$ cat config.mk
export PLATFORM = sky130hd
export DESIGN_NAME = asrv32_memoryaccess
export DESIGN_NICKNAME = d
export VERILOG_FILES = /design/src/rtl/asrv32_memoryaccess.sv
export SDC_FILE = /design/constraint.sdc
export NUM_CORES = 1
export LEC_CHECK = 0
export BUFFER_PORTS_ARGS = -buffer_cell sky130_fd_sc_hd__buf_2
export CAP_MARGIN = 20
export CORE_MARGIN = 4
export CORE_UTILIZATION = 53
export CTS_CLUSTER_DIAMETER = 50
export DETAILED_ROUTE_END_ITERATION = 6
export PLACE_DENSITY_LB_ADDON = 0.25
export SYNTH_ARGS = -nofsm -noshare
export SYNTH_HDL_FRONTEND = slang
export SYNTH_SLANG_ARGS = --single-unit
$ cat constraint.sdc
create_clock -name i_clk -period 3.6 [get_ports i_clk]
set_input_delay 0.18 -clock i_clk [delete_from_list [all_inputs] [get_ports i_clk]]
set_output_delay 0.18 -clock i_clk [all_outputs]
set_load 0.005 [all_outputs]
$ cat src/rtl/asrv32_memoryaccess.sv
// asrv32 memory-access stage: issues one load/store per instruction on a
// single-outstanding cyc/stb/ack bus and returns the aligned, extended load result.
module asrv32_memoryaccess #(
  parameter logic [31:0] PC_RESET       = 32'h0,
  parameter int          TIMEOUT_CYCLES = 255,
  parameter int          OPCODE_WIDTH   = 11,
  parameter int          OPC_LOAD_IDX   = 2,
  parameter int          OPC_STORE_IDX  = 3
) (
  input  logic                    i_clk,
  input  logic                    i_rst_n,
  input  logic                    i_memoryaccess_en,
  input  logic [OPCODE_WIDTH-1:0] i_opcode,
  input  logic [2:0]              i_funct3,
  input  logic [31:0]             i_addr,
  input  logic [31:0]             i_rs2_data,
  output logic [31:0]             o_load_data,
  output logic                    o_done,
  output logic                    o_stall,
  output logic                    o_misaligned,
  output logic                    o_bus_err,
  output logic                    o_wb_cyc,
  output logic                    o_wb_stb,
  output logic                    o_wb_we,
  output logic [31:0]             o_wb_addr,
  output logic [31:0]             o_wb_data,
  output logic [3:0]              o_wb_sel,
  input  logic                    i_wb_ack,
  input  logic [31:0]             i_wb_data
);

  localparam int CNT_W = (TIMEOUT_CYCLES < 2) ? 1 : $clog2(TIMEOUT_CYCLES + 1);

  typedef enum logic [1:0] {S_IDLE, S_BUSY, S_DONE} state_t;

  state_t           state_q;
  logic [CNT_W-1:0] cnt_q;
  logic             wb_cyc_q;
  logic             wb_we_q;
  logic [31:0]      wb_addr_q;
  logic [31:0]      wb_data_q;
  logic [3:0]       wb_sel_q;
  logic             is_load_q;
  logic [2:0]       funct3_q;
  logic [1:0]       addr_lo_q;
  logic [31:0]      load_data_q;
  logic             done_q;
  logic             misaligned_q;
  logic             bus_err_q;

  logic             is_load;
  logic             is_store;
  logic             is_mem;
  logic             size_b;
  logic             size_h;
  logic             misaligned;
  logic [3:0]       req_sel;
  logic [31:0]      req_data;
  logic [7:0]       ld_byte;
  logic [15:0]      ld_half;
  logic [31:0]      load_ext;
  logic [CNT_W-1:0] cnt_d;
  logic             timeout_hit;
  logic             unused_ok;

  assign unused_ok = ^{PC_RESET, i_opcode};

  assign is_load  = i_opcode[OPC_LOAD_IDX];
  assign is_store = i_opcode[OPC_STORE_IDX];
  assign is_mem   = is_load | is_store;

  // funct3[1:0] selects size; 011/110/111 fall through to word
  assign size_b = (i_funct3[1:0] == 2'b00);
  assign size_h = (i_funct3[1:0] == 2'b01);

  always_comb begin
    misaligned = 1'b0;
    if (size_h) begin
      misaligned = i_addr[0];
    end else if (!size_b) begin
      misaligned = |i_addr[1:0];
    end
  end

  always_comb begin
    req_sel  = 4'b1111;
    req_data = i_rs2_data;
    if (size_b) begin
      req_data = {4{i_rs2_data[7:0]}};
      if (is_store) begin
        req_sel = 4'b0001 << i_addr[1:0];
      end
    end else if (size_h) begin
      req_data = {2{i_rs2_data[15:0]}};
      if (is_store) begin
        req_sel = i_addr[1] ? 4'b1100 : 4'b0011;
      end
    end
  end

  // Extension uses the funct3/lane latched at request time, not live inputs
  always_comb begin
    ld_byte = 8'h00;
    case (addr_lo_q)
      2'd0:    ld_byte = i_wb_data[7:0];
      2'd1:    ld_byte = i_wb_data[15:8];
      2'd2:    ld_byte = i_wb_data[23:16];
      default: ld_byte = i_wb_data[31:24];
    endcase
    ld_half  = addr_lo_q[1] ? i_wb_data[31:16] : i_wb_data[15:0];
    load_ext = i_wb_data;
    case (funct3_q[1:0])
      2'b00:   load_ext = {{24{~funct3_q[2] & ld_byte[7]}}, ld_byte};
      2'b01:   load_ext = {{16{~funct3_q[2] & ld_half[15]}}, ld_half};
      default: load_ext = i_wb_data;
    endcase
  end

  assign cnt_d       = cnt_q + 1'b1;
  assign timeout_hit = (TIMEOUT_CYCLES != 0) && (cnt_d == CNT_W'(TIMEOUT_CYCLES));

  always_ff @(posedge i_clk or negedge i_rst_n) begin
    if (!i_rst_n) begin
      state_q      <= S_IDLE;
      cnt_q        <= '0;
      wb_cyc_q     <= 1'b0;
      wb_we_q      <= 1'b0;
      wb_addr_q    <= 32'h0;
      wb_data_q    <= 32'h0;
      wb_sel_q     <= 4'h0;
      is_load_q    <= 1'b0;
      funct3_q     <= 3'b000;
      addr_lo_q    <= 2'b00;
      load_data_q  <= 32'h0;
      done_q       <= 1'b0;
      misaligned_q <= 1'b0;
      bus_err_q    <= 1'b0;
    end else begin
      done_q       <= 1'b0;
      misaligned_q <= 1'b0;
      bus_err_q    <= 1'b0;
      case (state_q)
        S_IDLE: begin
          cnt_q <= '0;
          if (i_memoryaccess_en) begin
            if (is_mem && !misaligned) begin
              wb_cyc_q  <= 1'b1;
              wb_we_q   <= is_store;
              wb_addr_q <= {i_addr[31:2], 2'b00};
              wb_data_q <= req_data;
              wb_sel_q  <= req_sel;
              is_load_q <= is_load;
              funct3_q  <= i_funct3;
              addr_lo_q <= i_addr[1:0];
              state_q   <= S_BUSY;
            end else begin
              done_q       <= 1'b1;
              misaligned_q <= is_mem;
              state_q      <= S_DONE;
            end
          end
        end
        S_BUSY: begin
          if (i_wb_ack) begin
            wb_cyc_q <= 1'b0;
            done_q   <= 1'b1;
            state_q  <= S_DONE;
            if (is_load_q) begin
              load_data_q <= load_ext;
            end
          end else if (timeout_hit) begin
            wb_cyc_q  <= 1'b0;
            done_q    <= 1'b1;
            bus_err_q <= 1'b1;
            state_q   <= S_DONE;
          end else begin
            cnt_q <= cnt_d;
          end
        end
        default: begin
          state_q <= S_IDLE;
        end
      endcase
    end
  end

  assign o_stall      = (state_q == S_BUSY) || ((state_q == S_IDLE) && i_memoryaccess_en && is_mem);
  assign o_load_data  = load_data_q;
  assign o_done       = done_q;
  assign o_misaligned = misaligned_q;
  assign o_bus_err    = bus_err_q;
  assign o_wb_cyc     = wb_cyc_q;
  assign o_wb_stb     = wb_cyc_q;
  assign o_wb_we      = wb_we_q;
  assign o_wb_addr    = wb_addr_q;
  assign o_wb_data    = wb_data_q;
  assign o_wb_sel     = wb_sel_q;

endmodule

# Word-level counts from Yosys, hierarchy flattened
# Cells that the tools add are included.
# W data, S select, Z words.
[op_classes] shifts=1 n_reduce_logical=16 muxes=35 n_addsub=1 bitwise=4 eq_ne=11
[op_table] op="$mux W32" count=2
[op_table] op="$pmux W32 S2" count=1
[op_table] op="$pmux W8 S3" count=1
[op_table] op="$mux W4" count=5
[op_table] op="$mux W16" count=1
[op_table] op="$mux W8" count=2
[op_table] op="$pmux W8 S2" count=1
[op_table] op="$mux W1" count=15
[op_table] op="$reduce_and A3 Y1" count=3
[op_table] op="$add A8 B1 Y8 const B" count=1
[op_table] op="$eq A2 B1 Y1 const B" count=4
[op_table] op="$eq A8 B8 Y1 const B" count=1
[op_table] op="$logic_not A2 Y1" count=4
[op_table] op="$mux W2" count=4
[op_table] op="$ne A2 B2 Y1 const B" count=4
[op_table] op="$pmux W1 S2" count=2
[op_table] op="$pmux W2 S2" count=1
[op_table] op="$reduce_and A4 Y1" count=1
[op_table] op="$shl A1 B2 Y4 const A" count=1
[op_table] op="$logic_and A1 B1 Y1" count=3
[op_table] op="$ne A3 B3 Y1 const B" count=1
[op_table] op="$and A1 B1 Y1" count=2
[op_table] op="$eq A2 B2 Y1 const B" count=1
[op_table] op="$reduce_and A2 Y1" count=1
[op_table] op="other kinds (6)" count=6
[totals] output_inout_bits=107 ff_bits=119

# Depth between registers and ports, before layout
# Gate-level depths: netlist of run 1.
[depth] depth_word=8 ltp_mapped=8

# Least setup slack after synthesis of run 1
# OpenSTA, ideal clock, no wires.
[synth_timing] path_type="register to register" from="reg state_q[0]" to="reg funct3_q[2]" setup_ns=0.125 slack_ns=1.718 arrival_time_ns=1.757 stages_incl_launch_ff=7 required_ns=3.475 path_buffers=3 cell_sequence="dfrtp_1 > nand2b_1 > or4_4 > buf_6 > buf_6 > buf_12 > mux2_4"
[synth_via] elab_chain_cells=2
[synth_lines] item="from (decl)" line_no="36" rtl="state_t state_q;"
[synth_lines] item="from (signal assigned)" line_no="124" rtl="state_q <= S_IDLE;"
[synth_lines] item="from (signal assigned)" line_no="155" rtl="state_q <= S_BUSY;"
[synth_lines] item="from (signal assigned)" line_no="159" rtl="state_q <= S_DONE;"
[synth_lines] item="$logic_not A2 Y1" line_no="142" rtl="case (state_q)"
[synth_lines] item="$reduce_and A3 Y1 (no line)"
[synth_lines] item="to (signal assigned)" line_no="153" rtl="funct3_q <= i_funct3;"
[synth_lines] item="to (decl)" line_no="44" rtl="logic [2:0] funct3_q;"
# Every way passes these cells.
# A chain may end at the register's enable or synchronous reset.

# Worst setup path after layout of run 1
[layout_timing] from="reg state_q[0]" to="reg wb_addr_q[11] (netlist: o_wb_addr[11])"
[layout_via] elab_chain_cells=2
[layout_lines] item="$logic_not A2 Y1" line_no="142"
[layout_lines] item="$reduce_and A3 Y1 (no line)"
[layout_lines] item="to (signal assigned)" line_no="149" rtl="wb_addr_q <= {i_addr[31:2], 2'b00};"
[layout_lines] item="to (decl)" line_no="40" rtl="logic [31:0] wb_addr_q;"
# Every way passes these cells.

==> results of run 1 <==
-- cell families (layout without fill, tap and decap cells) --
| family | count (synthesis) | after routing | share of synthesized area [%] |
|---|---|---|---|
| AO/OA/AOI/OAI | 116 | 116 | 12.6 |
| XOR/XNOR | 4 | 4 | 0.608 |
| adder cells (fa/ha/maj) | 2 | 2 | 0.435 |
| buffers and inverters | 45 | 349 | 4.67 |
| flip-flops | 119 | 119 | 51.7 |
| multiplexers | 76 | 76 | 16.5 |
| other | 1 | 2 | 0.0651 |
| AND/OR/NAND/NOR | 172 | 172 | 13.4 |
-- sequential cells by signal, summed over array words and instances, names as in the netlist --
signal and flops:
cnt_q 8, is_load_q 1, o_bus_err 1, o_wb_data 32, state_q 2, o_wb_cyc 1, o_wb_sel 4, addr_lo_q 2
o_wb_we 1, funct3_q 3, o_misaligned 1, o_wb_addr 30, o_done 1, o_load_data 32
-- how the worst min path moves through the flow --
| stage | from | end | slack, ns | depth (start not counted) |
|---|---|---|---|---|
| 2_1_floorplan | i_rst_n | addr_lo_q[0]$_DFFE_PN0P_ | -0.12 | 0 |
| 3_3_place_gp | i_rst_n | o_load_data[22]$_DFFE_PN0P_ | 0.35 | 1 |
| 3_5_place_dp | i_rst_n | o_load_data[22]$_DFFE_PN0P_ | 0.37 | 1 |
| 4_1_cts | i_wb_data[14] | o_load_data[14]$_DFFE_PN0P_ | 0.004 | 3 |
| 5_1_grt | i_memoryaccess_en | o_misaligned$_DFF_PN0_ | 0.03 | 3 |
| 6_report | i_wb_data[7] | o_load_data[7]$_DFFE_PN0P_ | 0.01 | 3 |
-- cell usage after synthesis, drive strengths merged, types with 2 or more instances --
cell | instances | area, um^2
dfrtp | 119 | 2980
nand2 | 73 | 274
nor2 | 60 | 228
mux2 | 46 | 638
o21ai | 37 | 185
a21oi | 35 | 175
mux2i | 29 | 290
clkbuf | 21 | 78.8
buf | 17 | 164
nor2b | 8 | 50.1
inv | 7 | 26.3
o31ai | 7 | 52.6
nand2b | 6 | 37.5
o211ai | 6 | 45.0
a2111oi | 5 | 43.8
a221oi | 4 | 35.0
nand3 | 4 | 20.0
xnor2 | 4 | 35.0
a211o | 3 | 26.3
nor3 | 3 | 15.0
nor4 | 3 | 25.0
o221ai | 3 | 26.3
o22ai | 3 | 18.8
o32ai | 3 | 26.3
or4 | 3 | 26.3
a21o | 2 | 15.0
a22o | 2 | 17.5
a31o | 2 | 17.5
and3 | 2 | 12.5
and4 | 2 | 22.5
ha | 2 | 25.0
nand4b | 2 | 17.5
nor3b | 2 | 15.0
-- final cells by class --
type | instances | area (um^2)
fill | 627 | 2160
sequential | 119 | 2980
timing repair buffer | 310 | 2050
tap | 136 | 170
inverter | 7 | 26.3
multi-input combinational | 372 | 2510
clock inverter | 7 | 93.8
clock buffer | 25 | 474
-- metrics by stage --
stage	power [W]	util [%]	instances	hold slack, ns	instance area [um^2]
after floorplan	0.00343	-	536	-0.116	5760
after global placement	0.00423	64.8	848	0.349	6780
after detailed placement	0.00433	64.8	848	0.369	6780
after CTS	0.00608	79.4	976	0.00354	8300
after global routing	0.00651	79.4	976	0.0322	8300
final	0.00616	79.4	976	0.0146	8300
-- worst max-delay path, stage by stage, from the launching register on --
cell	delay (ns)
sky130_fd_sc_hd__dfrtp_1	0.52
sky130_fd_sc_hd__nand2b_1	0.27
sky130_fd_sc_hd__or4_4	0.90
sky130_fd_sc_hd__buf_4	0.42
sky130_fd_sc_hd__mux2_4	0.36
-- report_power, final --
group          internal [W]  total [W]  leakage (nW)  switching, W
sequential          0.00193    0.00243          1.44      0.000491
combinational       0.00110    0.00210          2.38       0.00100
clock               0.00104    0.00164         0.272      0.000597
-- metal layers --
metal	vias to the layer above	GRT usage, %	part of all wire, %
met4	0	15.6	4.4
met2	304	52.1	51
met5	-	0	0
met3	79	9.11	8.0
li1	2461	-	-
met1	2712	34.1	37
-- cell usage in the layout (no fill, tap or decap), types with 4 or more instances in the layout --
cell / instances
sky130_fd_sc_hd__nor2b_1: 8
sky130_fd_sc_hd__o31ai_1: 7
sky130_fd_sc_hd__nor2_1: 59
sky130_fd_sc_hd__nand2_1: 73
sky130_fd_sc_hd__clkbuf_8: 4
sky130_fd_sc_hd__buf_4: 6
sky130_fd_sc_hd__clkbuf_1: 5
sky130_fd_sc_hd__nand2b_1: 6
sky130_fd_sc_hd__a221oi_1: 4
sky130_fd_sc_hd__nand3_1: 4
sky130_fd_sc_hd__a2111oi_0: 5
sky130_fd_sc_hd__mux2i_1: 29
sky130_fd_sc_hd__mux2_2: 14
sky130_fd_sc_hd__clkbuf_16: 16
sky130_fd_sc_hd__mux2_4: 32
sky130_fd_sc_hd__o211ai_1: 6
sky130_fd_sc_hd__xnor2_1: 4
sky130_fd_sc_hd__a21oi_1: 35
sky130_fd_sc_hd__inv_1: 7
sky130_fd_sc_hd__buf_2: 208
sky130_fd_sc_hd__o21ai_0: 36
sky130_fd_sc_hd__dfrtp_1: 119
sky130_fd_sc_hd__dlygate4sd3_1: 96
==> metrics, run 1 <==
CTS HTree Levels 4; chip height 112 um; number of synthesized register bits 119; buffer levels on the longest clock path 2; wire per inst 19.3 um; leakage power 4.09 nW; min-delay worst type in2reg; initial standard-cell utilization of the core 55.0%; required time of the critical path 4.01 ns; # diodes 0; routability congestion estimate 0.886; maximum number of pins on one net before global-route repair 80; Final nets 943; peak ir drop on the vdd network 0.498 mV; Resize count post-CTS 0; maximum clock frequency 0.378 GHz; number of library cell types mapped by synthesis 52; post-synth design cell area 0.00576 mm^2; maximum fanout along the worst path 79; outcome completed; RSZ-0062 raised after global routing no; top_reg_cell synth sky130_fd_sc_hd__dfrtp_1; worst clock skew 0.00795 ns; first-pass GRT wire length 30200 um; Pre-antenna DRT Iters 5; Ports 221; fraction of the yosys area taken by sequential cells 51.7%; worst reg2reg startpoint state_q[0]$_DFFE_PN0P_; worst skew pair latency 0.53 ns; number of enable-type register cells in the synthesized netlist 0; via-per-instance ratio 5.69; GRT Resource Usage Total 30.3%; start-to-end type of the worst setup path reg2reg; number of slew-limit violations in the final report 0; antenna violations before repair 0; worst-margin pin slew 1.06 ns; mean cell area of the mapped netlist 10.8 um^2; Port Buffers 209; worst r2r dst o_wb_addr[11]$_DFFE_PN0P_; leftover overflow at the end of global routing 0; HPWL reported at the end of detailed placement 10900 um; relative slew slack 29.3%; drt first-iter violations 500; Cell Pwr Density 742 mW/mm^2; Die Span X 112 um; clock-pin slew on the worst setup and hold paths 0.06 ns; Post-Syn Instances 535; area added between synthesis and finish 44.2%; Core Box Area 0.0105 mm^2; Core Rows 37; CTS tree done; # clock sinks 119; Final min period 2.65 ns; CP endpoint kind register; die area 0.0126 mm^2; worst r2r path cells 4; WL final 18800 um; Total Neg Setup Slack 0 ns; Arr. time, crit path 3.06 ns; internal reg-to-reg setup slack 0.95 ns; endpoints failing hold 0; slack of the critical path 0.953 ns; vias in the first global route 5800; startpoint of the most critical setup path state_q[0]$_DFFE_PN0P_; Routed Antenna Nets 0; TritonCTS Buffers 17; hold_buf cts 96; total of warnings raised by yosys 0; Max-cap violations 0; element type at the critical path start register; asr flop ratio synth 100%; DRC errors left 0; post-route fraction of the period consumed by the critical path 73.5%; CP Capture Point o_wb_addr[11]$_DFFE_PN0P_; count of vias placed by the detailed router 5556; final setup vio count 0; dpl ws 0.920 ns; root buffer cell sky130_fd_sc_hd__clkbuf_8; Post-CTS Setup Repair Bufs 0; share of final-layout standard cells stronger than drive strength 1 35.2%
No activity file was read; power rests on OpenSTA's default activity.
==> run 2, diff against run 1 <==
--- a/config.mk
+++ b/config.mk
@@ -8,7 +8,7 @@
 export BUFFER_PORTS_ARGS = -buffer_cell sky130_fd_sc_hd__buf_2
 export CAP_MARGIN = 20
 export CORE_MARGIN = 4
-export CORE_UTILIZATION = 53
+export CORE_UTILIZATION = 45
 export CTS_CLUSTER_DIAMETER = 50
 export DETAILED_ROUTE_END_ITERATION = 6
 export PLACE_DENSITY_LB_ADDON = 0.25
==> constraint.sdc (replaced) <==
create_clock -name i_clk -period 2.1 [get_ports i_clk]
set_input_delay 0.105 -clock i_clk [delete_from_list [all_inputs] [get_ports i_clk]]
set_output_delay 0.105 -clock i_clk [all_outputs]
set_load 0.005 [all_outputs]
==> metrics, run 2 (synthesis gave the netlist of run 1 again) <==
dpl ws -0.104 ns (-1.02 ns); Post-CTS Setup Repair Bufs 0 (unchanged); leftover overflow at the end of global routing 0 (unchanged); Final min period 1.98 ns (-0.663 ns); Final nets 939 (-0.42%); die area 0.0147 mm^2 (+16%); DRC errors left 0 (unchanged); Clock Power Share 30.1% (+3.6 points); Arr. time, crit path 2.29 ns (-0.77 ns); share of final-layout standard cells stronger than drive strength 1 37.9% (+2.7 points); switching power as a share of total power 30.9% (-3.0 points); min-delay worst type in2reg; worst-margin pin slew 0.645 ns (-0.411 ns); count of vias placed by the detailed router 5207 (-6.3%); number of slew-limit violations in the final report 0 (unchanged); element type at the critical path start register; area added between synthesis and finish 46.3%; WL final 16200 um (-14%); Ports 221 (unchanged); CP peak stage delay 0.53 ns (-0.37 ns); worst clock skew 0.00582 ns (-0.00213 ns); start-to-end type of the worst setup path reg2reg; Core Box Area 0.0126 mm^2 (+20%); worst hold slack across all endpoints 0.0113 ns (-0.00323 ns); drt first-iter violations 227 (-55%); maximum number of pins on one net before global-route repair 104 (+30%); number of filler cells placed in the layout 960 (+53%); HPWL reported at the end of detailed placement 11100 um (+1.3%); crit path cell chain and4_4 -> and4_4 -> nor4_2 -> nor2_2 -> o41ai_2; Max-cap violations 0 (unchanged); Port Buffers 209 (unchanged); post-route fraction of the period consumed by the critical path 94.5% (+21 points); final core area utilization 67.0% (-12 points); GRT Resource Usage Total 22.3% (-8.0 points); Flop pwr share 36.1% (-3.3 points); peak ir drop on the vdd network 0.709 mV (+42%); chip height 121 um (+7.9%); required time of the critical path 2.40 ns (-1.61 ns); CTS HTree Levels 4 (unchanged); worst skew pair latency 0.41 ns (-0.12 ns); top library cells by usage in the layout, fill and taps aside sky130_fd_sc_hd__buf_2, sky130_fd_sc_hd__dfrtp_1, sky130_fd_sc_hd__dlygate4sd3_1; endpoints failing hold 0 (unchanged); total net switching power 0.00338 W (+61%); # clock sinks 119 (unchanged); Cell Pwr Density 1290 mW/mm^2 (+74%); cell area after placement 0.00695 mm^2 (+2.6%); CTS tree done; combinational cell fraction of total power 33.8% (-0.3 points); internal cell power 0.00753 W (+85%); most common cell after layout, fill and taps aside sky130_fd_sc_hd__buf_2; first-pass GRT wire length 25900 um (-14%); vias in the first global route 5287 (-8.8%); post-route cell area 0.00842 mm^2 (+1.4%); Pre-antenna DRT Iters 5 (unchanged); Routed Antenna Nets 0 (unchanged); antenna violations before repair 1 (+1); Most Frequent Cell on Critical Path sky130_fd_sc_hd__and4_4; final setup vio count 0 (unchanged); initial standard-cell utilization of the core 45.8% (-9.2 points); CP endpoint kind register; CP max stage cell sky130_fd_sc_hd__nor4_2; Total Neg Setup Slack 0 ns (unchanged); relative slew slack 56.9% (+28 points); routability congestion estimate 0.850 (-4.0%); via-per-instance ratio 5.16 (-9.3%); maximum fanout along the worst path 7 (-91%); root buffer cell sky130_fd_sc_hd__clkbuf_16; outcome completed; wire per inst 16.0 um (-17%); Core Rows 41 (+11%); clock-pin slew on the worst setup and hold paths 0.05 ns (about the same); buffer levels on the longest clock path 2 (unchanged); leakage power 4.15 nW (+1.4%); RSZ-0062 raised after global routing no; Die Span X 121 um (+7.9%); slack of the critical path 0.116 ns (-0.837 ns); maximum clock frequency 0.504 GHz (+33%); TritonCTS Buffers 17 (unchanged)
==> run 2: changes by cell type in the layout (fill, tap and decap cells not counted), moves of 2 or more <==
cell / before / now
sky130_fd_sc_hd__bufinv_16: 2 / 5
sky130_fd_sc_hd__buf_12: 0 / 2
sky130_fd_sc_hd__clkinv_2: 2 / 0
sky130_fd_sc_hd__clkbuf_1: 5 / 0
sky130_fd_sc_hd__dlygate4sd3_1: 96 / 78
sky130_fd_sc_hd__buf_4: 6 / 18
==> run 2: per-stage QoR <==
| stage | power [W] | cells |
|---|---|---|
| 2_1_floorplan | 0.00588 | 536 |
| 3_3_place_gp | 0.00739 | 898 |
| 3_5_place_dp | 0.00752 | 898 |
| 4_1_cts | 0.0110 | 1008 |
| 5_1_grt | 0.0116 | 1009 |
| 6_report | 0.0109 | 1009 |
==> run 2: power groups by stage <==
| stage | logic [W] | registers, W | clock network (W) |
|---|---|---|---|
| finish | 0.00368 | 0.00394 | 0.00328 |
| global route | 0.00408 | 0.00408 | 0.00347 |
| CTS | 0.00370 | 0.00393 | 0.00334 |
| detailed placement | 0.00357 | 0.00395 | 0 |
| global placement | 0.00349 | 0.00390 | 0 |
| floorplan | 0.00193 | 0.00395 | 0 |
==> run 2: layout make-up <==
class	instances	area (um^2)	share of cell area, %
Clock buffer	22	494	5.87
Inverter	7	26.3	0.312
Antenna cell	1	2.50	0.0297
Sequential cell	119	2980	35.4
Clock inverter	10	190	2.26
Timing Repair Buffer	306	2000	23.7
Multi-Input combinational cell	372	2520	29.9
Tap cell	172	215	2.55
==> run 2: per-layer routing <==
layer	share of wire [%]	GRT usage, %	vias up
met4	2.8	10.2	0
met5	0	0	-
met2	49	36.4	225
li1	-	-	2462
met1	40	27.7	2478
met3	7.9	5.97	42
==> run 2: critical path, delay by kind of cell (launching register included) <==
| family | cells | cell delay [ns] |
|---|---|---|
| compound gates | 1 | 0.35 |
| flops | 1 | 0.44 |
| simple gates | 4 | 1.09 |
==> run 2: final timing paths <==
check	slack (ns)	startpoint	to	depth (start not counted)
max	0.12	cnt_q[4]$_DFFE_PN0P_	cnt_q[7]$_DFFE_PN0P_	5
min	0.01	i_rs2_data[10]	o_wb_data[10]$_DFFE_PN0P_	3
max reg2reg	0.12	cnt_q[4]$_DFFE_PN0P_	cnt_q[7]$_DFFE_PN0P_	5
min reg2reg	0.47	o_load_data[0]$_DFFE_PN0P_	o_load_data[0]$_DFFE_PN0P_	2
max in group asynchronous	1.29	i_rst_n	o_wb_addr[5]$_DFFE_PN0P_	3
min in group asynchronous	0.10	i_rst_n	o_load_data[30]$_DFFE_PN0P_	2
==> run 2: timing repair <==
action	CTS	global route
gates cloned	0	0
endpoints found under the setup margin	16	1
hold endpoints to repair	196	0
gates resized for setup	1	1
hold buffers	78	0
